**config.mk**
```make
export PLATFORM = sky130hd
export DESIGN_NAME = cla8_word_sequencer
export DESIGN_NICKNAME = d
export VERILOG_FILES = /design/src/rtl/cla8_word_sequencer.sv
export SDC_FILE = /design/constraint.sdc
export NUM_CORES = 1
export LEC_CHECK = 0
export CORE_UTILIZATION = 52
export DETAILED_ROUTE_END_ITERATION = 8
export GPL_TIMING_DRIVEN = 1
export PLACE_DENSITY = 0.86
export SLEW_MARGIN = 20
export SYNTH_ARGS = -nofsm -noshare
export SYNTH_HDL_FRONTEND = slang
export SYNTH_SLANG_ARGS = --single-unit
```
**constraint.sdc**
```tcl
create_clock -name clk -period 3.4 [get_ports clk]
set_clock_uncertainty 0.2 [all_clocks]
set_input_delay 0.34 -clock clk [delete_from_list [all_inputs] [get_ports clk]]
set_output_delay 0.34 -clock clk [all_outputs]
set_load 0.1 [all_outputs]
```
**src/rtl/cla8_word_sequencer.sv**
```systemverilog
// ---------------------------------------------------------------------------
// cla8_word_sequencer
//
// Purpose:
//   Performs a wide (8*NBYTES bit) add or subtract by feeding an external
//   combinational 8-bit adder one byte slice per cycle, LSB first. The
//   adder's carry-out is fed back as the next slice's carry-in. The
//   assembled result is presented with carry-out and signed-overflow flags.
//
// Ports:
//   clk, rst_n          clock, asynchronous active-low reset
//   in_valid/in_ready   operand handshake; in_a, in_b, in_cin, in_sub
//   add_a/add_b/add_cin slice presented to the external adder (0 when idle)
//   add_s/add_cout      adder result for the current slice
//   out_valid/out_ready result handshake; out_sum, out_cout, out_ovf
// ---------------------------------------------------------------------------
module cla8_word_sequencer #(
  parameter int NBYTES = 4
) (
  input  logic                clk,
  input  logic                rst_n,
  input  logic                in_valid,
  output logic                in_ready,
  input  logic [8*NBYTES-1:0] in_a,
  input  logic [8*NBYTES-1:0] in_b,
  input  logic                in_cin,
  input  logic                in_sub,
  output logic [7:0]          add_a,
  output logic [7:0]          add_b,
  output logic                add_cin,
  input  logic [7:0]          add_s,
  input  logic                add_cout,
  output logic                out_valid,
  input  logic                out_ready,
  output logic [8*NBYTES-1:0] out_sum,
  output logic                out_cout,
  output logic                out_ovf
);

  localparam int W  = 8 * NBYTES;
  localparam int IW = (NBYTES > 1) ? $clog2(NBYTES) : 1;
  localparam logic [IW-1:0] LAST_IDX = IW'(NBYTES - 1);

  typedef enum logic [1:0] {
    S_IDLE,
    S_RUN,
    S_DONE
  } state_t;

  state_t          r_state;
  state_t          w_state_next;

  logic [W-1:0]    r_a;
  logic [W-1:0]    r_b;      // B already inverted for subtraction
  logic            r_carry;
  logic [IW-1:0]   r_idx;
  logic [W-1:0]    r_sum;
  logic            r_cout;
  logic            r_ovf;

  logic            w_accept;
  logic            w_last;
  logic            w_ovf;

  assign w_accept = (r_state == S_IDLE) && in_valid;
  assign w_last   = (r_idx == LAST_IDX);
  // Operands with equal sign whose sum has the opposite sign overflowed.
  assign w_ovf    = (r_a[W-1] == r_b[W-1]) && (add_s[7] != r_a[W-1]);

  // State register
  always_ff @(posedge clk or negedge rst_n) begin
    if (!rst_n) begin
      r_state <= S_IDLE;
    end else begin
      r_state <= w_state_next;
    end
  end

  // Next-state and handshake/adder outputs
  always_comb begin
    w_state_next = r_state;
    in_ready     = 1'b0;
    out_valid    = 1'b0;
    add_a        = 8'h00;
    add_b        = 8'h00;
    add_cin      = 1'b0;
    case (r_state)
      S_IDLE: begin
        in_ready = 1'b1;
        if (in_valid) begin
          w_state_next = S_RUN;
        end
      end
      S_RUN: begin
        add_a   = r_a[8*r_idx +: 8];
        add_b   = r_b[8*r_idx +: 8];
        add_cin = r_carry;
        if (w_last) begin
          w_state_next = S_DONE;
        end
      end
      S_DONE: begin
        out_valid = 1'b1;
        if (out_ready) begin
          w_state_next = S_IDLE;
        end
      end
      default: begin
        w_state_next = S_IDLE;
      end
    endcase
  end

  // Datapath registers
  always_ff @(posedge clk or negedge rst_n) begin
    if (!rst_n) begin
      r_a     <= '0;
      r_b     <= '0;
      r_carry <= 1'b0;
      r_idx   <= '0;
      r_sum   <= '0;
      r_cout  <= 1'b0;
      r_ovf   <= 1'b0;
    end else if (w_accept) begin
      r_a     <= in_a;
      r_b     <= in_b ^ {W{in_sub}};
      r_carry <= in_sub ? 1'b1 : in_cin;
      r_idx   <= '0;
      r_sum   <= '0;
    end else if (r_state == S_RUN) begin
      r_sum[8*r_idx +: 8] <= add_s;
      r_carry             <= add_cout;
      if (w_last) begin
        r_cout <= add_cout;
        r_ovf  <= w_ovf;
      end else begin
        r_idx <= r_idx + IW'(1);
      end
    end
  end

  assign out_sum  = r_sum;
  assign out_cout = r_cout;
  assign out_ovf  = r_ovf;

endmodule

```
After elaboration in Yosys (flattened, before gate mapping)
Index checks and enable logic that the tools add are counted.
{"block": "totals", "ff_bits": 103, "inputBits": 79, "out_inout_bits": 53, "word_cells": 50}
{"block": "classes", "add_sub_neg": 2, "n_eq_ne": 9, "n_shift": 4, "muxes": 18, "bitwise_logic": 2, "n_reduce_logical": 7}
{"operator": "32-bit 2-to-1 mux", "n": 2}
{"operator": "32-bit by 6-bit indexed part select with 8-bit output", "n": 2}
{"operator": "5-bit negator with 34-bit output", "n": 1}
{"operator": "8-bit by 34-bit variable shift with 32-bit output, first input constant", "n": 1}
{"operator": "8-bit by 34-bit indexed part select with 32-bit output", "n": 1}
{"operator": "32-bit bitwise mux", "n": 1}
{"operator": "32-bit XOR", "n": 1}
{"operator": "8-bit 2-to-1 mux", "n": 2}
{"operator": "2-bit 2-to-1 mux", "n": 6}
{"operator": "2-bit != test, second input constant", "n": 4}
{"operator": "1-bit 2-to-1 mux", "n": 6}
{"operator": "2-bit one-hot mux with 3 select lines", "n": 1}
{"operator": "3-bit AND reduction", "n": 2}
{"operator": "2-bit == test, second input constant", "n": 2}
{"operator": "2-bit by 1-bit adder with 2-bit output, second input constant", "n": 1}
{"operator": "2-bit by 1-bit == test with 1-bit output, second input constant", "n": 1}
{"operator": "1-bit logical AND", "n": 2}
{"operator": "2-bit logical NOT", "n": 1}
{"operator": "2-bit AND reduction", "n": 1}
{"operator": "2-bit nonzero test", "n": 1}
{"operator": "1-bit == test", "n": 1}
{"operator": "1-bit != test", "n": 1}
{"operator": "1-bit NOT", "n": 1}

Logic depth before layout (Yosys ltp)
Gate-level depths: netlist (run 1).
{"block": "depth", "word_depth": 5, "mapped_depth": 7, "depth_no_buf": 5}

Worst setup path before layout (run 1)
No wires, ideal clock.
{"block": "synth_timing", "path_type": "register to output", "startpoint": "register r_idx[0]", "endpoint": "output port add_a[7]", "arrival_ns": 2.297, "t_required_ns": 2.860, "path_slack_ns": 0.563, "path_stages_with_launch": 4, "path_cell_list": "dfrtp_1 buf_4 mux4_2 nor2b_1"}
{"block": "synth_between", "elab_chain_cells": 2}
{"item": "from (decl)", "line_no": "56", "text": "logic [IW-1:0] r_idx;"}
{"item": "from (signal assigned)", "line_no": "137", "text": "r_idx <= r_idx + IW'(1);"}
{"item": "32-bit by 6-bit indexed part select with 8-bit output", "line_no": "95", "text": "add_a = r_a[8*r_idx +: 8];"}
{"item": "8-bit 2-to-1 mux", "line_no": "87", "text": "case (r_state)"}
{"item": "to (decl)", "line_no": "28", "text": "output logic [7:0] add_a,"}
Every way passes these cells.

Final worst setup path (run 1)
{"block": "layout_timing", "startpoint": "register r_idx[0]", "endpoint": "output port add_a[4]"}
Same word-level chain as after synthesis.

==> impl_metrics.tcl, run 1 <==
set metrics [dict create \
    tns_ns 0 \
    crit_fanout 12 \
    violations "design-rule violations" \
    floorplan.initialDensity_pct 54.0 \
    critPathKind "reg -> out" \
    wire_per_inst_um 18.7 \
    max_freq_ghz 0.374 \
    post-route-drc-count 16 \
    finalWirelength_um 11400 \
    clock_latency_ns 0.37 \
    timing.final.crit_share_pct 78.7 \
    fin_crit_ns 2.68 \
    grt_antenna_before_repair 0 \
    cts_buffers 9 \
    finalHoldViolations 0 \
    crit_path_end_kind "output port" \
    status "finished, violations left" \
    cp-start-kind "register" \
    synth_fp_nets 452 \
    postRouteAntennaNets 0 \
    cts_max_path_buffers 2 \
    yosysSeqAreaShare_pct 54.2 \
    gr-total-overflow 0 \
    grt_usage_pct 26.0 \
    core_um2 8810 \
    hp-start "out_sum[16]" \
    yosys_register_bits 103 \
    path_clk_slew_ns 0.10 \
    dp_hpwl_um 8350 \
    arrival_ns 2.14 \
    synthCells 368 \
    nets 578 \
    placementRows 34 \
    die_h_um 97.6 \
    maxCapViolations 0 \
    ctsResizeCount 0 \
    gp_congestion 0.755 \
    synth-warning-count 0 \
    cts_tree "yes" \
    die_w_um 97.6 \
    synth.avg_cell_area_um2 12.9 \
    hold_class "reg -> reg" \
    grt_max_degree 61 \
    portBuffers 131 \
    post_cts_buffers 0 \
    crit_required_ns 2.86 \
    cts_root_buffer "clkbuf_8" \
    rr_startpoint "r_idx[1]" \
    syn_area_um2 4750 \
    slew_violations 0 \
    avgViaCountPerCell 5.65 \
    vias 3428 \
    synth_edf_count 0 \
    max_slew_margin_pct 33.1 \
    synth_flop_cell "dfrtp_1" \
    cts_sinks 103 \
    setup_viol 0 \
    drive_above_1_share_pct 19.4 \
    grt_pass1_wl_um 19000 \
    dr.pass1.iters 6 \
    ctsHoldBuffers 1 \
    htreeDepth 3 \
    tightest_slew_ns 1.00 \
    num_antenna_cells 0 \
    dr.first_iter.drc_count 199 \
    dieArea_um2 9530 \
    rsz0062_at_grt "false" \
    grt_pass1_vias 3582 \
    syn2layout_area_growth_pct 36.0 \
    synthArstFlopShare_pct 100 \
    io_pins 132 \
    crit_start "r_idx[0]" \
    ys_types 31 \
]
## logic make-up after synthesis
| group | Yosys count | share of synthesized area, % |
|---|---|---|
| AO/OA/AOI/OAI | 75 | 10.9 |
| XOR/XNOR | 33 | 6.08 |
| adder cells (fa/ha/maj) | 5 | 1.32 |
| buffers and inverters | 29 | 3.26 |
| flip-flops | 103 | 54.2 |
| multiplexers | 48 | 15.4 |
| AND/OR/NAND/NOR | 75 | 8.84 |
## synth_stat cells (2+ instances only)
master | count | area [um2]
a21o_1 | 3 | 22.5
nor3b_1 | 2 | 15.0
inv_1 | 5 | 18.8
nor2_1 | 35 | 131
mux2_2 | 32 | 360
dfrtp_1 | 103 | 2580
a32o_1 | 8 | 80.1
a21oi_1 | 34 | 170
clkbuf_1 | 2 | 7.51
buf_4 | 5 | 37.5
mux4_1 | 3 | 78.8
ha_1 | 5 | 62.6
xnor2_1 | 33 | 289
mux4_2 | 13 | 293
nand2_1 | 8 | 30.0
nor3_4 | 2 | 32.5
nor2b_1 | 17 | 106
buf_2 | 16 | 80.1
a22o_1 | 24 | 210
nand2b_1 | 3 | 18.8
o21ai_0 | 5 | 25.0
## metal layers
metal	track usage (%)	wire (um)
met4	9.09	171
met3	5.11	478
met5	0	0
met2	43.1	5980
met1	34.2	4730
## metrics by stage
stage	cells	utilization (%)	cell area, um2	hold slack (ns)	setup WS, ns
floorplan	368	-	4750	-0.156	0.563
global placement	590	71.2	6270	0.234	1.05
detailed placement	590	71.2	6270	0.243	0.998
CTS	607	73.4	6460	0.305	0.695
global route	607	73.4	6460	0.321	0.629
finish	607	73.4	6460	0.304	0.724
## layout by cell type, fill, tap and decap left out, drive strengths merged, types with 2 or more instances in the layout
| cell type | n |
|---|---|
| xnor2 | 33 |
| nor2 | 36 |
| clkdlybuf4s50 | 110 |
| clkbuf | 9 |
| a21o | 3 |
| a32o | 8 |
| buf | 28 |
| nand2b | 4 |
| ha | 5 |
| mux2 | 32 |
| mux4 | 16 |
| nor2b | 17 |
| nand2 | 8 |
| inv | 9 |
| a22o | 24 |
| o21ai | 5 |
| a21oi | 34 |
| clkinv | 2 |
| nor3 | 2 |
| dfrtp | 103 |
| nor3b | 3 |
## area by class of cell
class / instances / area (um2)
clock buffer: 9 / 124
clock inverter: 7 / 62.6
fill: 576 / 2340
inverter: 5 / 18.8
multi-input combinational: 236 / 2030
sequential: 103 / 2580
tap: 108 / 135
timing repair buffer: 139 / 1520
## worst max-delay path: stages, from the launching register on
cell and delay [ns]:
dfrtp_1 0.49, buf_4 0.32, mux4_1 0.56, nor2b_1 0.18, buf_12 0.21
## sequential cells by signal (all words and copies together) (netlist names)
register	cells
out_ovf	1
r_idx	2
r_state	2
out_cout	1
r_a	32
r_carry	1
r_b	32
out_sum	32
## worst paths after layout
path	slack [ns]	cells past startpoint	endpoint
max reg2reg	0.99	4	out_sum[23]
min reg2reg	0.30	1	out_sum[16]
max	0.72	4	add_a[4]
min	0.30	1	out_sum[16]
min in group asynchronous	0.36	2	out_sum[5]
max in group asynchronous	1.82	3	r_b[2]
Power of run 1 is not shown: default switching activity piles up to over one toggle a cycle in this logic, so the estimate is an artifact.
==> run 2, diff against run 1 <==
--- a/config.mk
+++ b/config.mk
@@ -5,10 +5,10 @@
 export SDC_FILE = /design/constraint.sdc
 export NUM_CORES = 1
 export LEC_CHECK = 0
-export CORE_UTILIZATION = 52
+export CORE_UTILIZATION = 48
 export DETAILED_ROUTE_END_ITERATION = 8
 export GPL_TIMING_DRIVEN = 1
-export PLACE_DENSITY = 0.86
+export PLACE_DENSITY = 0.8
 export SLEW_MARGIN = 20
 export SYNTH_ARGS = -nofsm -noshare
 export SYNTH_HDL_FRONTEND = slang
==> constraint.sdc (replaced) <==
create_clock -name clk -period 2.6 [get_ports clk]
set_clock_uncertainty 0.2 [all_clocks]
set_input_delay 0.26 -clock clk [delete_from_list [all_inputs] [get_ports clk]]
set_output_delay 0.26 -clock clk [all_outputs]
set_load 0.1 [all_outputs]
==> run 2 against run 1 <==
Against the previous run: the flow now finishes without violations; final area up 0.15%; critical path depth down 1; worst setup slack worse by 0.54 ns; hold slack worse by 0.079 ns; clock-buffer cell count up 1; critical path type unchanged; critical endpoint is now add_a[1]; highest routed layer unchanged.
==> impl_metrics.tcl, run 2 (same netlist as run 1, synthesis figures left out) <==
set metrics [dict create \
    status "completed" \
    dieArea_um2 10300 \
    reg2reg_depth 5 \
    avgViaCountPerCell 5.33 \
    gr-total-overflow 0 \
    core_um2 9420 \
    max_freq_ghz 0.413 \
    dp_hpwl_um 7880 \
    tns_ns 0 \
    ff2ff_setup_slack_ns 0.25 \
    top_layer_used "met4" \
    tightest_slew_ns 0.775 \
    grt_pass1_wl_um 17500 \
    cts_sinks 103 \
    cts_tree "yes" \
    floorplan.initialDensity_pct 50.5 \
    grt_antenna_before_repair 0 \
    dr.first_iter.drc_count 100 \
    dr.pass1.iters 4 \
    timing.final.crit_share_pct 93.1 \
    grt_max_degree 86 \
    nets 580 \
    htreeDepth 3 \
    crit_end "add_a[1]" \
    finalHoldViolations 0 \
    met3_length_um 515 \
    cts_buffers 9 \
    wl_met1_um 4830 \
    portBuffers 131 \
    num_antenna_cells 0 \
    mostFrequentLayoutCell "dfrtp_1" \
    arrival_ns 1.96 \
    die_w_um 102 \
    critPathKind "reg -> out" \
    max_slew_margin_pct 48.2 \
    grt_usage_pct 22.5 \
    crit_path_end_kind "output port" \
    cp-start-kind "register" \
    placementRows 35 \
    fin_crit_ns 2.42 \
    crit_fanout 21 \
    drive_above_1_share_pct 26.3 \
    route.met2.wl_um 5290 \
    post-place-ws_ns 0.259 \
    wire_per_inst_um 17.2 \
    post-route-drc-count 0 \
    min_delay_path_depth 3 \
    final_util_pct 68.8 \
    crit_start "r_state[0]" \
    grt_pass1_vias 3378 \
    maxCapViolations 0 \
    fillers 667 \
    fin_ws_ns 0.179 \
    cts_max_path_buffers 2 \
    hold_class "in -> reg" \
    path_clk_slew_ns 0.10 \
    finalWirelength_um 10800 \
    worstReg2RegEnd "out_sum[22]" \
    rr_startpoint "r_idx[0]" \
    gp_congestion 0.792 \
    die_h_um 102 \
    final_cell_mix "dfrtp_1 (103), clkdlybuf4s50_1 (76), buf_4 (44)" \
    setup_viol 0 \
    post_cts_buffers 0 \
    vias 3361 \
    cts_root_buffer "clkbuf_8" \
    postRouteAntennaNets 0 \
    syn2layout_area_growth_pct 36.2 \
    crit_required_ns 2.14 \
    slew_violations 0 \
    io_pins 132 \
    clock_latency_ns 0.36 \
    rsz0062_at_grt "false" \
]
[run 2: how the worst min path moves through the flow]
stage                start           to
floorplan            rst_n     out_cout
global placement     rst_n  out_sum[26]
detailed placement   rst_n   out_sum[2]
CTS                 in_sub      r_b[22]
global route        in_sub      r_b[23]
finish              in_sub      r_b[22]
[run 2: stage by stage]
step | cells | area [um2] | hold WS (ns)
2_1_floorplan | 368 | 4750 | -0.236
3_3_place_gp | 613 | 6260 | 0.136
3_5_place_dp | 613 | 6260 | 0.150
4_1_cts | 630 | 6470 | 0.213
5_1_grt | 630 | 6470 | 0.243
6_report | 630 | 6470 | 0.225
[run 2: area by class of cell]
type | instances | area [um2] | share of cell area [%]
flip-flops and latches | 103 | 2580 | 39.8
multi-input cells | 236 | 2030 | 31.3
repair buffers | 141 | 1490 | 23.0
well taps | 129 | 161 | 2.49
clock buffers | 10 | 128 | 1.97
clock inverters | 6 | 75.1 | 1.16
inverters | 5 | 18.8 | 0.290
[run 2: critical path, stage by stage, from the launching register on]
cell and delay (ns):
dfrtp_1 0.60, nand2b_2 0.40, nor2b_1 0.37, buf_12 0.22
[run 2: layer usage]
layer / GRT usage, % / vias up
li1: - / 1570
met1: 31.1 / 1682
met2: 36.3 / 92
met3: 3.86 / 17
met4: 7.69 / 0
met5: 0 / -
[run 2: timing repair]
action,CTS,global route
hold endpoints to repair,53,0
hold buffers,1,0
resized for setup,0,0
Power of run 2 is left out for the same reason.
